## config.mk

```make
export PLATFORM = sky130hd
export DESIGN_NAME = booth_pp_accum
export DESIGN_NICKNAME = d
export VERILOG_FILES = /design/src/rtl/booth_pp_accum.sv
export SDC_FILE = /design/constraint.sdc
export NUM_CORES = 1
export LEC_CHECK = 0
export BUFFER_PORTS_ARGS = -buffer_cell sky130_fd_sc_hd__buf_2
export CAP_MARGIN = 20
export CORE_MARGIN = 3
export CORE_UTILIZATION = 50
export CTS_BUF_LIST = sky130_fd_sc_hd__clkbuf_16
export CTS_CLUSTER_DIAMETER = 200
export DETAILED_ROUTE_END_ITERATION = 7
export GPL_ROUTABILITY_DRIVEN = 0
export PLACE_DENSITY_LB_ADDON = 0.3
export SYNTH_ARGS = -nofsm -noshare
export SYNTH_HDL_FRONTEND = slang
export SYNTH_SLANG_ARGS = --single-unit
export TNS_END_PERCENT = 5
```

## constraint.sdc

```tcl
create_clock -name clk -period 5.35 [get_ports clk]
set_clock_uncertainty 0.1 [all_clocks]
set_input_delay 0.2675 -clock clk [delete_from_list [all_inputs] [get_ports clk]]
set_output_delay 0.2675 -clock clk [all_outputs]
set_load 0.05 [all_outputs]
```

## src/rtl/booth_pp_accum.sv

```systemverilog
// Rebuilds the column words of T + A*b from the Booth multiplier's split sum/carry stream.
// Each column adds sum, carry and accumulator words plus a carry. One extra flush column closes the operand.
module booth_pp_accum #(
    parameter int unsigned WIDTH = 32,
    parameter int unsigned MAXW  = 64,
    parameter int unsigned IDXW  = 7
) (
    input  logic             clk,
    input  logic             rstn,
    input  logic             pp_valid,
    input  logic             pp_first,
    input  logic             pp_last,
    input  logic [WIDTH-1:0] sum_in,
    input  logic [WIDTH-1:0] carry_in,
    input  logic [WIDTH-1:0] acc_in,
    output logic             res_valid,
    output logic [WIDTH-1:0] res_word,
    output logic [IDXW-1:0]  res_idx,
    output logic             res_last,
    output logic             res_cout,
    output logic             busy,
    output logic             err
);

    localparam int unsigned HALF = WIDTH / 2;
    localparam int unsigned CW   = WIDTH + 2;
    localparam int unsigned FW   = WIDTH + 1;

    typedef enum logic [1:0] {IDLE, ACCUM, FLUSH} state_t;

    state_t           state;
    logic [1:0]       creg;
    logic [IDXW-1:0]  cnt;
    logic [WIDTH-1:0] cmask;
    logic [1:0]       creg_eff;
    logic [CW-1:0]    col;
    logic [FW-1:0]    fw;
    logic             at_limit;

    // First beat has no H_(k-1) below it and starts with a clean carry.
    always_comb begin
        cmask    = carry_in;
        creg_eff = creg;
        if (state == IDLE) begin
            cmask[HALF-1:0] = '0;
            creg_eff        = 2'd0;
        end
        col      = CW'(sum_in) + CW'(cmask) + CW'(acc_in) + CW'(creg_eff);
        fw       = FW'(carry_in[HALF-1:0]) + FW'(acc_in) + FW'(creg);
        at_limit = (cnt == IDXW'(MAXW - 1));
    end

    assign busy = (state != IDLE);

    always_ff @(posedge clk or negedge rstn) begin
        if (!rstn) begin
            state     <= IDLE;
            creg      <= 2'd0;
            cnt       <= '0;
            res_valid <= 1'b0;
            res_word  <= '0;
            res_idx   <= '0;
            res_last  <= 1'b0;
            res_cout  <= 1'b0;
            err       <= 1'b0;
        end else begin
            res_valid <= 1'b0;
            res_last  <= 1'b0;
            res_cout  <= 1'b0;
            case (state)
                IDLE: begin
                    if (pp_valid) begin
                        if (pp_first) begin
                            err       <= 1'b0;
                            res_valid <= 1'b1;
                            res_word  <= col[WIDTH-1:0];
                            res_idx   <= '0;
                            creg      <= col[CW-1:WIDTH];
                            cnt       <= IDXW'(1);
                            state     <= pp_last ? FLUSH : ACCUM;
                        end else begin
                            err <= 1'b1;
                        end
                    end
                end
                ACCUM: begin
                    // Carry alignment needs contiguous beats; any break abandons the operand.
                    if (!pp_valid || pp_first || (at_limit && !pp_last)) begin
                        err   <= 1'b1;
                        state <= IDLE;
                    end else begin
                        res_valid <= 1'b1;
                        res_word  <= col[WIDTH-1:0];
                        res_idx   <= cnt;
                        creg      <= col[CW-1:WIDTH];
                        cnt       <= cnt + IDXW'(1);
                        if (pp_last) begin
                            state <= FLUSH;
                        end
                    end
                end
                FLUSH: begin
                    res_valid <= 1'b1;
                    res_word  <= fw[WIDTH-1:0];
                    res_cout  <= fw[WIDTH];
                    res_last  <= 1'b1;
                    res_idx   <= cnt;
                    state     <= IDLE;
                    if (pp_valid) begin
                        err <= 1'b1;
                    end
                end
                default: state <= IDLE;
            endcase
        end
    end

endmodule

```

After elaboration in Yosys (flattened, before gate mapping):

Index checks and enable logic that the tools add are counted.

* word-level logic and storage cells: 72
* bits in writable memories: 0
* latch bits: 0
* output and inout port bits: 44
* register bits: 54
* ROM bits: 0
* memories kept: 0

* mux-type cells: 35
* $mul: 0
* equal/unequal tests: 9
* div/mod/pow operators: 0
* shift-type cells: 0
* order comparisons: 0
* reductions and logical operators: 13
* bitwise logic cells: 0
* add/sub/neg operators: 6

Operators with widths (count)
* $mux W32: 3
* $pmux W32 S3: 1
* $mux W7: 6
* $add A33 B32 Y34: 1
* $add A34 B2 Y34: 1
* $add A16 B32 Y33: 1
* $add A32 B32 Y33: 1
* $add A33 B2 Y33: 1
* $pmux W7 S3: 1
* $mux W2: 9
* $mux W16: 1
* $pmux W7 S2: 1
* $reduce_and A4 Y1: 3
* $ne A2 B2 Y1 const B: 5
* $mux W1: 9
* $pmux W2 S2: 2
* $add A7 B1 Y7 const B: 1
* $eq A7 B6 Y1 const B: 1
* $pmux W1 S3: 2
* $reduce_bool A2 Y1: 2
* $ne A3 B3 Y1 const B: 1
* $reduce_and A3 Y1: 1
* $reduce_bool A3 Y1: 1
* $eq A2 B1 Y1 const B: 1
* other kinds (5): 7

Logic depth before layout (Yosys ltp):

Gate-level depths: netlist (run 1).

* depth after elaboration: 8
* mapped depth: 21
* gate-level depth less buffers: 18

Worst setup path before layout (run 1):

No wires, ideal clock.

* kind: register to register
* from: register state[0]
* to: register res_word[29]
* clock period less this slack: 5.015 ns
* arrival time: 4.820 ns
* stages on the path, launching flop included: 22
* setup time: 0.095 ns
* path slack: 0.335 ns
* path through: dfrtp_1 > inv_1 > ha_1 > clkbuf_1 > inv_1 > clkbuf_1 > clkbuf_1 > nand2_1 > fa_1 > inv_1 > ha_1 > ha_1 > buf_2 > a21oi_1 > o21ai_0 > a21oi_1 > o21ai_2 > a221oi_2 > o21ai_1 > a21oi_1 > mux2_2 > o31ai_1

* cells in the longest elaborated chain, start to end: 8

Ends and longest elaborated chain
* start: declaration: line 31 `state_t state;`
* start signal: assignment: line 80 `state <= pp_last ? FLUSH : ACCUM;`
* $logic_not A2 Y1: line 44, 70
* $mux W16: line 44 `if (state == IDLE) begin`
* $add A32 B32 Y33: line 48 `col = CW'(sum_in) + CW'(cmask) + CW'(acc_in) + CW'(creg_eff);`
* $add A33 B32 Y34: line 48
* $add A34 B2 Y34: line 48
* $mux W32: line 73 `if (pp_first) begin`
* $mux W32: line 72 `if (pp_valid) begin`
* $pmux W32 S3: line 70 `case (state)`
* end signal: assignment: line 76 `res_word <= col[WIDTH-1:0];`
* end signal: assignment: line 93 `res_word <= col[WIDTH-1:0];`
* end signal: assignment: line 104 `res_word <= fw[WIDTH-1:0];`
* end: declaration: line 17 `output logic [WIDTH-1:0] res_word,`

Several ways; a longest one is shown, not always the timed one. The select of a mux whose other input is x is not followed.
A chain may end at the register's enable or synchronous reset.

Final worst setup path (run 1):

Ends and elaborated chain as after synthesis.

==> results of run 1 <==
-- stage by stage --
stage	std cells	utilization, %	instance area, um^2	total power, mW
4_1_cts	1107	60.27	7791	3.927
3_3_place_gp	1099	59.11	7641	3.530
5_1_grt	1107	60.27	7791	4.281
6_report	1107	60.27	7791	3.923
3_5_place_dp	1099	59.11	7641	3.572
2_1_floorplan	808	-	6789	2.883
-- state kept, by name, summed over array words and instances, names as in the netlist --
name	flops
res_word	32
creg	2
res_last	1
res_idx	7
err	1
res_valid	1
cnt	7
res_cout	1
state	2
-- critical path: cells and delay by family (launching register included) --
kind / cells / cell delay [ns]
adder cells (fa/ha/maj): 5 / 1.98
AO/OA/AOI/OAI: 8 / 1.69
flip-flops: 1 / 0.40
multiplexers: 1 / 0.35
buffers and inverters: 3 / 0.27
AND/OR/NAND/NOR: 1 / 0.06
-- worst max path at each step --
stage                   from      endpoint  slack, ns  cells past startpoint
detailed placement  state[0]  res_word[29]       0.46                     18
global placement    state[0]  res_word[29]       0.64                     18
floorplan           state[0]  res_word[29]       0.33                     21
CTS                 state[0]  res_word[29]       0.43                     18
finish              state[0]  res_word[29]       0.43                     18
global route        state[0]  res_word[29]       0.06                     18
-- per-layer routing --
layer | routed length [um] | vias up | GRT usage (%)
met1 | 8147 | 2895 | 33.31
met2 | 7725 | 202 | 37.89
met3 | 986 | 10 | 2.304
met4 | 160 | 0 | 3.849
li1 | - | 3082 | -
met5 | 0 | - | 0
-- power breakdown --
group / switching [mW] / internal, mW / total [mW]
Sequential: 0.0982 / 0.573 / 0.671
Clock: 0.162 / 0.177 / 0.338
Combinational: 1.91 / 1.00 / 2.91
-- layout by cell type (no fill, tap or decap), types with 5 or more instances in the layout --
cell type	instances
sky130_fd_sc_hd__xnor2_1	31
sky130_fd_sc_hd__o21bai_1	8
sky130_fd_sc_hd__clkbuf_16	5
sky130_fd_sc_hd__fa_1	37
sky130_fd_sc_hd__a21oi_1	68
sky130_fd_sc_hd__buf_2	144
sky130_fd_sc_hd__a21o_1	22
sky130_fd_sc_hd__nand2b_1	8
sky130_fd_sc_hd__xor2_1	21
sky130_fd_sc_hd__dfrtp_1	54
sky130_fd_sc_hd__nand2_1	83
sky130_fd_sc_hd__a211o_1	5
sky130_fd_sc_hd__ha_1	97
sky130_fd_sc_hd__o21ai_0	37
sky130_fd_sc_hd__nor3_1	9
sky130_fd_sc_hd__a211oi_1	8
sky130_fd_sc_hd__inv_1	81
sky130_fd_sc_hd__o21a_1	9
sky130_fd_sc_hd__o21ai_1	7
sky130_fd_sc_hd__nand3_1	25
sky130_fd_sc_hd__nor2_1	64
sky130_fd_sc_hd__o221ai_1	6
sky130_fd_sc_hd__nand4_1	17
sky130_fd_sc_hd__a31oi_1	5
-- area by class of cell --
type | count | area share, %
Timing Repair Buffer | 148 | 9.635
Clock inverter | 3 | 0.3212
Multi-Input combinational cell | 644 | 64.43
Inverter | 81 | 3.902
Tap cell | 172 | 2.762
Sequential cell | 54 | 17.34
Clock buffer | 5 | 1.606
-- kinds of logic after synthesis --
| family | synth area share (%) |
|---|---|
| AND/OR/NAND/NOR | 16.64 |
| multiplexers | 0.9215 |
| XOR/XNOR | 6.708 |
| flip-flops | 19.90 |
| AO/OA/AOI/OAI | 20.66 |
| buffers and inverters | 6.192 |
| adder cells (fa/ha/maj) | 28.97 |
==> results.md, run 1 <==
Run status:
- The run finished with clean final reports.

Global route:
- The first global-routing pass estimated 28.10 mm of wire.
- Global routing used 22.99% of the available tracks across all layers.
- The via count of the first global-routing pass is 5946.
- The initial antenna violation count came to 0.
- After global routing the overflow that remains totals 0.
- Entering global routing, the biggest net connects 55 pins.

Floorplanning:
- The die boundary height is 122.5 um.
- The starting utilization of the core area is 52.52%.
- The placement row count is 41.
- 145 I/O pins were placed.
- The core area is 12930 um^2.
- In this run the horizontal extent of the chip is 122.5 um.
- The area of the die is 15010 um^2.

Synth:
- The number of enable flip-flop cells after synthesis is 0.
- The most repeated cell in the gate-level netlist after synthesis is sky130_fd_sc_hd__ha_1.
- The number of nets in the synthesized netlist is 1044.
- The count of unique library cells instantiated by Yosys is 68.
- The post-synthesis average cell area is 8.402 um^2.
- In the synthesized netlist the async set-or-reset flop fraction comes to 100.0%.
- The number of warnings issued by yosys is 0.
- The number of flip-flops and latches in the synthesized netlist is 54.
- The count of mapped cells out of synthesis is 808.
- The netlist area before placement is 6789 um^2.
- The commonest cells after synthesis are sky130_fd_sc_hd__ha_1 (98), sky130_fd_sc_hd__nand2_1 (83), sky130_fd_sc_hd__inv_1 (81).
- The fraction of post-synthesis cell area in the top cell type by area is 19.90%.
- Yosys attributes the largest share of cell area to sky130_fd_sc_hd__dfrtp_1 (20%), sky130_fd_sc_hd__ha_1 (18%), sky130_fd_sc_hd__fa_1 (11%), sky130_fd_sc_hd__a21oi_1 (5.0%), sky130_fd_sc_hd__nand2_1 (4.6%).
- Of the synthesized area, sequential elements account for 19.90%.
- Among all flip-flop cells after synthesis, the most frequent one is sky130_fd_sc_hd__dfrtp_1.
- The largest area contributor in the synthesized netlist is sky130_fd_sc_hd__dfrtp_1.

Critical path:
- The data arrival time of the worst path is 5.02 ns.
- The worst register-to-register path ends at res_word[29].
- The largest single stage delay on the critical path is 0.48 ns.
- Traced cell by cell, the critical path runs through inv_1, ha_1, inv_1, nand2_1, fa_1, inv_1, fa_1, ha_1, fa_1, a211oi_2, o21ai_1, a21oi_1, o21ai_2, a221oi_2, o21ai_1, a21oi_1, mux2_2, o31ai_1.
- The endpoint required time on the critical path is 5.46 ns.
- The worst reg2reg path depth is 18.
- STA classifies the critical path endpoint as a flip-flop.
- For this design, the slowest cell found on the critical path is sky130_fd_sc_hd__fa_1.
- Of all nets on the critical path, the largest fanout is 9.
- The worst register-to-register path begins at state[0].
- The critical path startpoint category is a flip-flop.
- The critical path in this run is classified as flip-flop to flip-flop.
- Across all register-to-register paths, the minimum setup slack is 0.43 ns.

Routing:
- The length of the first detailed-routing pass in iterations is 5.
- In this run, the number of DRC markers left after iteration 0 of detailed routing was 452.
- In the routed design, unresolved DRC markers number 0.
- The average via count per standard cell is 5.591.
- After detailed routing, the average wire length per cell comes to 15.37 um.
- After detailed routing, the total wire length is 17.02 mm.
- The total via count in the routed design is 6189.
- The count of antenna-violating nets left after detailed routing is 0.

CTS:
- The TritonCTS buffer count is 5.
- The post-CTS setup-driven buffer insertion count is 0.
- The number of H-tree levels is 2.
- The TritonCTS clock tree is done.
- The post-CTS resize count is 0.
- The clock reaches the later pin of the worst-skew pair after 0.29 ns.
- In this run the clock root is driven by a sky130_fd_sc_hd__clkbuf_16.
- The number of buffers inserted for hold repair after clock tree synthesis is 0.
- Clock-pin slew was measured on the worst setup and hold paths at 0.08 ns.
- The total clock sinks is 54.
- The number of buffers between clock root and the deepest sink is 2.

Cells and area:
- The sequential cell area is 1351 um^2.
- The final-stage net count is 1170.
- The area growth from synthesis to layout is 14.76%.
- The combined area of the multi-input logic cells is 5020 um^2.
- The repair_antennas step left the layout with diodes totalling 0.
- The fraction of final layout cells with drive strength greater than 1 is 19.47%.
- The number of filler instances in the final layout is 1188.

Pwr:
- IR analysis of the VDD net gives a maximum drop of 0.0002337 V.
- The static power due to leakage is 4.010 nW.
- Dividing total power by cell area gives a power density of 503.6 nW/um^2.

STA:
- The upper clock frequency limit is 203.3 MHz.
- The worst hold margin is 0.01115 ns.
- The final period demand of the worst path is 4.918 ns.
- Setup slack closes at 0.4323 ns.
- The number of hold violations in the final report is 0.
- The count of endpoints failing setup in the final report is 0.
- Summed over all failing endpoints, the final setup total negative slack is 0 ns.
- The count of final max-slew check failures is 0.
- The final critical path takes up 91.92% of the cycle.
- Setup repair after global routing left no endpoint under its margin.
- The max-slew headroom at the worst pin is 31.42%.
- The transition time of the tightest slew-check pin is 1.029 ns.

Run:
- The total of max-cap violations is 0.

Min path:
- The min-delay analysis places its worst path in the category input pin to asynchronous set/reset pin.

Placement:
- In this run the tool buffered the top-level ports with 144 buffer cells.
- Once detailed placement completed, the half-perimeter wirelength came to 13.84 mm.
- The worst setup slack after placement is 0.4551 ns.
No activity file was read; power rests on OpenSTA's default activity.
==> run 2, diff against run 1 <==
REMOVE_ABC_BUFFERS = 1   (was unset)
==> run 2 against run 1 <==
Compared with the run above: the run now ends with negative hold slack left; register-to-register slack gained 0.04 ns; maximum frequency up 0.76%; critical path depth unchanged; wire length is 0.63% lower; flip-flop and latch count stayed put; non-clock buffer count rose by 1; worst hold slack lost 0.014 ns; clock power about the same; count of clock-buffer cells in the layout did not move; power fell by 0.25%; setup slack gained 0.037 ns; global-route usage is 0.34 points higher; critical path type unchanged; critical endpoint unchanged; largest cell class unchanged; largest power group unchanged.
==> results.md, run 2 (synthesis results as in run 1) <==
Run status:
- Result of the run: finished with violations (was completed).
- The final reports fail on negative hold slack.

CTS:
- The number of buffers inserted for hold repair after clock tree synthesis is 0 (unchanged).
- The total clock sinks is 54 (unchanged).
- The number of H-tree levels is 2 (unchanged).
- The post-CTS setup-driven buffer insertion count is 0 (unchanged).
- The TritonCTS clock tree is done (unchanged).
- The CTS clock-pin slew for the worst setup and hold paths came to 0.08 ns (about the same).
- The clock latency on the worst-skew pair is 0.29 ns (about the same).
- The number of buffers between clock root and the deepest sink is 2 (unchanged).
- The TritonCTS buffer count is 5 (unchanged).
- The post-CTS resize count was 0 (unchanged).
- The clock root buffer master is sky130_fd_sc_hd__clkbuf_16 (unchanged).

Cells and area:
- The post-route core utilization is 60.36% (was 60.27%).
- The area growth from synthesis to layout is 14.93% (was 14.76%).
- The sequential cell area is 1351 um^2 (unchanged).
- Top library cells by usage in the layout, fill and taps aside: sky130_fd_sc_hd__buf_2 (144), sky130_fd_sc_hd__ha_1 (97), sky130_fd_sc_hd__nand2_1 (83) (unchanged).
- The number of inserted diodes is 0 (unchanged).
- The combined area of the multi-input logic cells is 5020 um^2 (unchanged).
- The number of filler instances in the final layout is 1216 (was 1188).
- The flip-flop count of the largest register after layout is 32 (unchanged).
- The most frequent standard cell in the layout excluding fill and tap cells is sky130_fd_sc_hd__buf_2 (unchanged).
- Top Registers: res_word (32), cnt (7), res_idx (7) (unchanged).
- The register with the most flip-flops was res_word (unchanged).
- The fraction of final layout cells with drive strength greater than 1 is 19.55% (was 19.47%).
- The final-stage net count is 1171 (was 1170).

STA:
- The upper clock frequency limit is 204.9 MHz (was 203.3 MHz).
- The setup TNS is 0 ns (unchanged).
- Unrepaired setup endpoints after global routing: no (unchanged).
- The count of endpoints failing setup in the final report is 0 (unchanged).
- The share of the cycle needed by the critical path after routing is 91.23% (was 91.92%).
- The max-slew headroom at the worst pin is 42.96% (was 31.42%).
- The transition time of the tightest slew-check pin came to 0.8536 ns (was 1.029 ns).
- The number of hold violations in the final report is 1 (was 0).
- The count of final max-slew check failures is 0 (unchanged).
- The worst hold margin is -0.003088 ns (was 0.01115 ns).
- The final period demand of the worst path is 4.881 ns (was 4.918 ns).

Floorplanning:
- The core area is 12930 um^2 (unchanged).
- The overall die width came to 122.5 um (unchanged).
- The starting utilization of the core area is 52.52% (unchanged).
- The number of primary I/O pins is 145 (unchanged).
- The area of the die is 15010 um^2 (unchanged).
- The placement row count is 41 (unchanged).
- The die boundary height is 122.5 um (unchanged).

Critical path:
- The data arrival time of the worst path is 4.98 ns (was 5.02 ns).
- The critical-path maximum fanout was 9 (unchanged).
- The worst setup path category was flip-flop to flip-flop (unchanged).
- The critical path startpoint category is a flip-flop (unchanged).
- The type of element capturing the critical path is a flip-flop (unchanged).
- The endpoint required time on the critical path is 5.45 ns (was 5.46 ns).

Global route:
- The via count of the first global-routing pass is 6045 (was 5946).
- The total congestion overflow after global routing is 0 (unchanged).
- The pin count of the biggest net entering global routing is 55 (unchanged).
- The all-layer global routing usage is 23.33% (was 22.99%).
- The first-pass GRT wire length was 28.78 mm (was 28.10 mm).
- The initial antenna violation count is 0 (unchanged).

Routing:
- The number of remaining DRC errors is 0 (unchanged).
- The length of the first detailed-routing pass in iterations came to 5 (unchanged).
- The count of antenna-violating nets left after detailed routing is 0 (unchanged).
- The wire length after detailed routing is 16.91 mm (was 17.02 mm).
- The number of design-rule violations left by the first detailed-router iteration is 409 (was 452).
- The average via count per standard cell is 5.571 (was 5.591).
- The average wire per standard cell is 15.26 um (was 15.37 um).
- The total via count in the routed design is 6173 (was 6189).

Pwr:
- The peak ir drop on the vdd network is 0.0002044 V (was 0.0002337 V).
- The static power due to leakage is 4.020 nW (was 4.010 nW).
- The power density normalized to cell area is 501.6 nW/um^2 (was 503.6 nW/um^2).

Run:
- The total of max-cap violations is 0 (unchanged).

Min path:
- The path type of the worst min-delay path is input pin to asynchronous set/reset pin (unchanged).

Placement:
- The number of buffers inserted by port buffering is 144 (unchanged).
- The half-perimeter wire length after placement is 13.81 mm (was 13.84 mm).
run 2: cell count changes in the layout (fill, tap and decap cells not counted), sizes merged:
cell and change:
buf +1, clkinv +1, clkinvlp -1
run 2: per-stage QoR:
step	setup WS [ns]	cell area, um^2	std cells	power, mW	hold WS (ns)
2_1_floorplan	0.2011	6673	779	2.845	-0.1281
3_3_place_gp	0.6234	7649	1100	3.530	0.3424
3_5_place_dp	0.4762	7649	1100	3.568	0.3481
4_1_cts	0.4383	7802	1108	3.923	0.02856
5_1_grt	0.02164	7802	1108	4.290	0.07890
6_report	0.4695	7802	1108	3.913	-0.003088
run 2: layer usage:
metal / part of all wire (%) / vias up / track usage [%] / routed length [um]
met5: 0 / - / 0 / 0
met3: 5.6 / 19 / 1.843 / 953
li1: - / 3079 / - / -
met1: 47 / 2907 / 34.03 / 7972
met4: 1.2 / 0 / 5.108 / 196
met2: 46 / 168 / 37.96 / 7790
run 2: power by group:
part | internal [mW] | total [mW] | switching [mW]
Sequential | 0.573 | 0.671 | 0.0976
Combinational | 0.997 | 2.90 | 1.91
Clock | 0.179 | 0.338 | 0.159
run 2: worst paths after layout:
| check | startpoint | end | slack [ns] | cells after the start |
|---|---|---|---|---|
| max | state[0] | res_word[29] | 0.47 | 18 |
| min | rstn | res_idx[4] | -0.003 | 2 |
| min in group clk | pp_first | err | 0.13 | 2 |
| max in group asynchronous | rstn | res_word[11] | 4.68 | 2 |
| min reg2reg | res_idx[6] | res_idx[6] | 0.36 | 2 |
| max reg2reg | state[0] | res_word[29] | 0.47 | 18 |
run 2: area by class of cell:
| class | instances | area share [%] |
|---|---|---|
| inverters | 81 | 3.897 |
| clock inverters | 3 | 0.3688 |
| repair buffers | 149 | 9.718 |
| multi-input cells | 644 | 64.34 |
| well taps | 172 | 2.758 |
| flip-flops and latches | 54 | 17.32 |
| clock buffers | 5 | 1.604 |
run 2: worst max-delay path, stage by stage, from the launching register on:
cell	delay (ns)
sky130_fd_sc_hd__dfrtp_1	0.40
sky130_fd_sc_hd__inv_1	0.09
sky130_fd_sc_hd__ha_1	0.31
sky130_fd_sc_hd__inv_1	0.12
sky130_fd_sc_hd__nand2_1	0.08
sky130_fd_sc_hd__fa_1	0.48
sky130_fd_sc_hd__inv_1	0.05
sky130_fd_sc_hd__fa_1	0.47
sky130_fd_sc_hd__ha_1	0.26
sky130_fd_sc_hd__fa_1	0.44
sky130_fd_sc_hd__a211oi_2	0.29
sky130_fd_sc_hd__o21ai_1	0.13
sky130_fd_sc_hd__a21oi_1	0.25
sky130_fd_sc_hd__o21ai_2	0.11
sky130_fd_sc_hd__a221oi_2	0.33
sky130_fd_sc_hd__o21ai_1	0.17
sky130_fd_sc_hd__a21oi_1	0.17
sky130_fd_sc_hd__mux2_2	0.35
sky130_fd_sc_hd__o31ai_1	0.19
